<file path="src/rtl/traffic_pkg.sv">
// Shared types and constants for the traffic-light controller and its countdown timer.
package traffic_pkg;

    localparam int TLEN_W = 5;

    localparam logic [TLEN_W-1:0] RED_LEN    = 5'd20;
    localparam logic [TLEN_W-1:0] YELLOW_LEN = 5'd3;
    localparam logic [TLEN_W-1:0] GREEN_LEN  = 5'd15;

    typedef enum logic [1:0] {
        IDLE = 2'd0,
        RUN  = 2'd1,
        HOLD = 2'd2
    } timer_state_t;

    // True when a remaining count c lies in the final warning window 1..w.
    function automatic logic in_window(input logic [TLEN_W-1:0] c,
                                       input logic [TLEN_W-1:0] w);
        return (c != '0) && (c <= w);
    endfunction

endpackage

</file>
<file path="src/rtl/tick_prescaler.sv">
// Divides clk down to a one-cycle tick every TICK_DIV enabled cycles; clr restarts the period.
module tick_prescaler #(
    parameter logic [31:0] TICK_DIV = 32'd50_000_000
) (
    input  logic clk,
    input  logic reset,
    input  logic clr,
    input  logic en,
    output logic tick
);

    localparam int              CNT_W = $clog2(TICK_DIV + 32'd1);
    localparam logic [CNT_W-1:0] LAST = CNT_W'(TICK_DIV - 32'd1);

    logic [CNT_W-1:0] r_cnt;

    assign tick = en && (r_cnt == LAST);

    always_ff @(posedge clk or posedge reset) begin
        if (reset) begin
            r_cnt <= '0;
        end else if (clr || tick) begin
            r_cnt <= '0;
        end else if (en) begin
            r_cnt <= r_cnt + 1'b1;
        end
    end

endmodule

</file>
<file path="src/rtl/smart_timer.sv">
// Freezable seconds countdown with expiry and final-window flicker pulses.
// Define SMART_TIMER_REMAIN_EN to expose the live count on t_remain.
module smart_timer
    import traffic_pkg::*;
#(
    parameter logic [31:0] TICK_DIV       = 32'd50_000_000,
    parameter logic [4:0]  FLICKER_WINDOW = 5'd5
) (
    input  logic              clk,
    input  logic              reset,
    input  logic              t_start,
    input  logic [TLEN_W-1:0] t_length,
    input  logic              t_freeze,
    output logic              t_done,
    output logic              t_flicker,
    output logic              t_busy
`ifdef SMART_TIMER_REMAIN_EN
    ,
    output logic [TLEN_W-1:0] t_remain
`endif
);

    timer_state_t      r_state;
    timer_state_t      w_next_state;
    logic [TLEN_W-1:0] r_count;
    logic [TLEN_W-1:0] w_count_next;
    logic              r_done;
    logic              r_flicker;
    logic              w_pre_en;
    logic              w_tick;
    logic              w_tick_eff;
    logic              w_expire;
    logic              w_flick;

    assign w_pre_en = (r_state != IDLE) && !t_freeze;

    tick_prescaler #(
        .TICK_DIV(TICK_DIV)
    ) u_prescaler (
        .clk  (clk),
        .reset(reset),
        .clr  (t_start),
        .en   (w_pre_en),
        .tick (w_tick)
    );

    // A load on the same edge swallows the tick: no decrement, no pulses.
    assign w_tick_eff   = w_tick && !t_start;
    assign w_count_next = (r_count != '0) ? r_count - 1'b1 : r_count;
    assign w_expire     = w_tick_eff && (r_count == 5'd1);
    assign w_flick      = w_tick_eff && in_window(w_count_next, FLICKER_WINDOW);

    always_ff @(posedge clk or posedge reset) begin
        if (reset) begin
            r_state <= IDLE;
        end else begin
            r_state <= w_next_state;
        end
    end

    always_comb begin
        w_next_state = r_state;
        if (t_start) begin
            w_next_state = (t_length == '0) ? IDLE : RUN;
        end else begin
            case (r_state)
                IDLE:    w_next_state = IDLE;
                RUN:     if (w_expire)      w_next_state = IDLE;
                         else if (t_freeze) w_next_state = HOLD;
                HOLD:    if (w_expire)       w_next_state = IDLE;
                         else if (!t_freeze) w_next_state = RUN;
                default: w_next_state = IDLE;
            endcase
        end
    end

    always_comb begin
        t_busy = (r_state != IDLE);
    end

    always_ff @(posedge clk or posedge reset) begin
        if (reset) begin
            r_count   <= '0;
            r_done    <= 1'b0;
            r_flicker <= 1'b0;
        end else begin
            r_done    <= t_start ? (t_length == '0) : w_expire;
            r_flicker <= w_flick;
            if (t_start) begin
                r_count <= t_length;
            end else if (w_tick_eff) begin
                r_count <= w_count_next;
            end
        end
    end

    assign t_done    = r_done;
    assign t_flicker = r_flicker;

`ifdef SMART_TIMER_REMAIN_EN
    assign t_remain = r_count;
`endif

endmodule
</file>
<file path="config.mk">
export PLATFORM = sky130hd
export DESIGN_NAME = smart_timer
export DESIGN_NICKNAME = d
export VERILOG_FILES = /design/src/rtl/traffic_pkg.sv /design/src/rtl/tick_prescaler.sv /design/src/rtl/smart_timer.sv
export SDC_FILE = /design/constraint.sdc
export NUM_CORES = 1
export LEC_CHECK = 0
export CAP_MARGIN = 10
export CORE_MARGIN = 2
export CORE_UTILIZATION = 53
export DETAILED_ROUTE_END_ITERATION = 8
export GPL_ROUTABILITY_DRIVEN = 0
export HOLD_SLACK_MARGIN = 0.06
export PLACE_DENSITY_LB_ADDON = 0.05
export SLEW_MARGIN = 10
export SYNTH_ARGS = -nofsm -noshare
export SYNTH_HDL_FRONTEND = slang
export SYNTH_SLANG_ARGS = --single-unit
</file>
<file path="constraint.sdc">
create_clock -name clk -period 2.17 [get_ports clk]
set_clock_uncertainty 0.15 [all_clocks]
set_input_delay 0.434 -clock clk [delete_from_list [all_inputs] [get_ports clk]]
set_output_delay 0.434 -clock clk [all_outputs]
set_load 0.005 [all_outputs]
</file>
==> flow_metrics.py <==
metrics = {
    "timing": {
        "tns_ns": 0,
        "setup_viol": 0,
        "whs_ns": 0.393,
        "grt_setup_unrepaired": "false",
        "final.period_utilization_pct": 94.5,
        "tightestPinTransition_ns": 0.448,
        "fin_ws_ns": 0.119,
        "final_hold_viol_count": 0,
        "min_period_ns": 2.05,
        "timing.fmax_mhz": 488,
        "maxSlewViolCount": 0,
        "relSlewSlack_pct": 70.1,
    },
    "critical_path": {
        "cp_slowest_stage_delay_ns": 0.44,
        "cp-start-kind": "flip-flop",
        "path_max_fanout": 6,
        "cpMostUsedCell": "inv_1",
        "rr_startpoint": "u_prescaler.r_cnt[2]",
        "critPathLaunch": "r_state[1]",
        "path_cells": "inv_1, ha_4, inv_1, clkdlybuf4s50_1",
        "worstSetupPathType": "flip-flop to primary output",
        "crit_arrival_ns": 1.47,
        "cpMaxStageDelayCell": "clkdlybuf4s50_1",
        "crit_required_ns": 1.59,
        "cp_num_cells": 4,
        "worst-r2r-cell-count": 4,
        "endpoint_kind": "primary output",
        "cp_num_buf_inv": 3,
        "cp_top_family": "buffers and inverters",
    },
    "synthesis": {
        "synth_xor_area_share_pct": 4.46,
        "synth_compound_area_share_pct": 14.4,
        "ys_ff_latch": 35,
        "synth_cells": 231,
        "ys.flop_type": "dfrtp_1",
        "synth.top_cells.by_area": "dfrtp_1 (41%), ha_1 (4.6%), a21oi_1 (4.2%), nand4_1 (4.1%), xor2_1 (3.7%)",
        "synth-simple-area-share_pct": 28.8,
        "synth_top_area_cell": "dfrtp_1",
        "yosysMostFrequentCell": "dfrtp_1",
        "synth_common_cells": "dfrtp_1 (35), nand2_1 (19), a21oi_1 (18)",
        "synth_mux_area_share_pct": 1.97,
        "yosys.area_share.adder_pct": 4.63,
        "synth_area_um2": 2160,
        "synth_nets": 248,
        "synth_edf_count": 0,
        "ys_warn_count": 0,
        "synthArstFlopShare_pct": 100,
        "synth_top_family_by_area": "simple AND/OR/NAND/NOR gates",
        "synth_cell_types": 46,
        "synth_seq_area_share_pct": 40.6,
        "syn_area_per_cell_um2": 9.35,
        "synth_top_area_share_pct": 40.6,
    },
    "clock_network": {
        "clk_path_buf_depth": 2,
        "ctsHtreeMaxLevel": 2,
        "root_buffer": "clkbuf_8",
        "cts.sinks": 35,
        "cts_tree": "built",
        "insertion_delay_ns": 0.29,
        "cts.clk_slew.worst_paths_ns": 0.07,
        "cts_buffers": 5,
    },
    "detailed_routing": {
        "post_drt_via_cell_ratio": 6.02,
        "drc": 0,
        "drt-total-wl_um": 5160,
        "vias": 1878,
        "drt_pass1_iterations": 4,
        "dr.max_layer_used": "met4",
        "drtIter0Drc": 132,
        "routed-wl-met2_um": 2500,
        "wl_met1_um": 2450,
        "postRouteAntennaNets": 0,
        "routedWlPerCell_um": 16.5,
        "wl_met3_um": 118,
    },
    "finish": {
        "final_core_util_pct": 64.8,
        "nNetsFinal": 279,
        "stdcell_count": 312,
        "diodes": 0,
        "syn2layout_area_growth_pct": 19.2,
        "final_area_um2": 2570,
        "drive_above_1_share_pct": 17.2,
    },
    "floorplan": {
        "core_area_um2": 3970,
        "fp.dieW_um": 67.8,
        "fp.dieH_um": 67.8,
        "start_util_pct": 54.4,
        "die_area_um2": 4600,
        "ios": 12,
        "core.rowCount": 23,
    },
    "min_path": {
        "hold_class": "flip-flop to flip-flop",
        "min_path_cells": 2,
        "holdCritStartpoint": "u_prescaler.r_cnt[5]",
    },
    "global_route": {
        "antenna_found_initial": 0,
        "grt_pass1_vias": 1865,
        "grt_max_degree": 36,
        "grt_pass1_wl_um": 8800,
        "overflow": 0,
        "grt_usage_pct": 25.8,
    },
    "placement": {
        "port_buffers": 11,
        "pre_cts_ws_ns": -0.252,
        "dpl.cell_count": 304,
        "dp_hpwl_um": 3830,
        "dpl-instance-area_um2": 2450,
    },
    "pwr": {
        "power_density_nw_per_um2": 520,
        "total_power_mw": 1.34,
        "leakage_nw": 1.07,
        "ir_worst_vdd_uv": 400,
    },
    "run_status": {
        "status": "complete, no violations",
    },
    "flow_run": {
        "maxCapViolCount": 0,
    },
}
-- worst register-to-register path, cell delays in order (launching register included) --
cell and delay (ns):
dfrtp_1 0.41, and4_1 0.37, nand4_4 0.28, or4_1 0.58
a21oi_1 0.16
-- logic make-up (layout without fill, tap and decap cells) --
group / after synthesis / after routing
AO/OA/AOI/OAI: 50 / 50
XOR/XNOR: 11 / 11
adder cells (fa/ha/maj): 8 / 8
flip-flops: 35 / 35
AND/OR/NAND/NOR: 101 / 101
buffers and inverters: 22 / 53
multiplexers: 4 / 4
-- path summary, 6_finish.rpt --
path                       slack (ns)                    end
max in group asynchronous        1.15  u_prescaler.r_cnt[24]
max                              0.12                 t_busy
min reg2reg                      0.39   u_prescaler.r_cnt[5]
min in group asynchronous        0.41  u_prescaler.r_cnt[16]
min                              0.39   u_prescaler.r_cnt[5]
max reg2reg                      0.15  u_prescaler.r_cnt[20]
-- cells in the final DEF, fill, tap and decap left out, types with 4 or more instances in the layout --
cell type,instances
dfrtp_1,35
buf_4,25
nand2_1,19
a21oi_1,18
nand4_1,14
nor2_1,14
o21ai_0,12
clkdlybuf4s50_1,10
xor2_1,9
or3_1,8
o31ai_1,8
inv_1,7
or4_1,7
ha_1,7
and4_1,6
clkbuf_8,6
nand3_1,5
nor3_1,4
and2_1,4
-- state kept, by name, summed over array words and instances, names as in the netlist --
signal / cells
t_done: 1
r_count: 5
u_prescaler.r_cnt: 26
r_state: 2
t_flicker: 1
-- per-layer routing --
layer	global-route usage, %	vias to the layer above
met5	0	-
met4	11.8	0
met3	5.92	7
met2	40.1	24
met1	34.2	919
li1	-	928
-- cell type report --
| type | instances | area [um^2] |
|---|---|---|
| well taps | 50 | 62.6 |
| repair buffers | 37 | 320 |
| fillers | 325 | 1400 |
| clock inverters | 1 | 5.00 |
| clock buffers | 6 | 82.6 |
| inverters | 9 | 33.8 |
| flip-flops and latches | 35 | 876 |
| multi-input cells | 174 | 1190 |
-- where the power goes --
group | internal (mW) | switching [mW]
Combinational | 0.0798 | 0.0915
Clock | 0.249 | 0.230
Sequential | 0.667 | 0.0208
-- timing repair --
action,4_1_cts,5_1_grt
gates resized for setup,1,6
endpoints found under the setup margin,8,8
pin swaps,1,0
buffers inserted,1,0
hold buffers,0,0
Power figures use the tool's default switching activity.
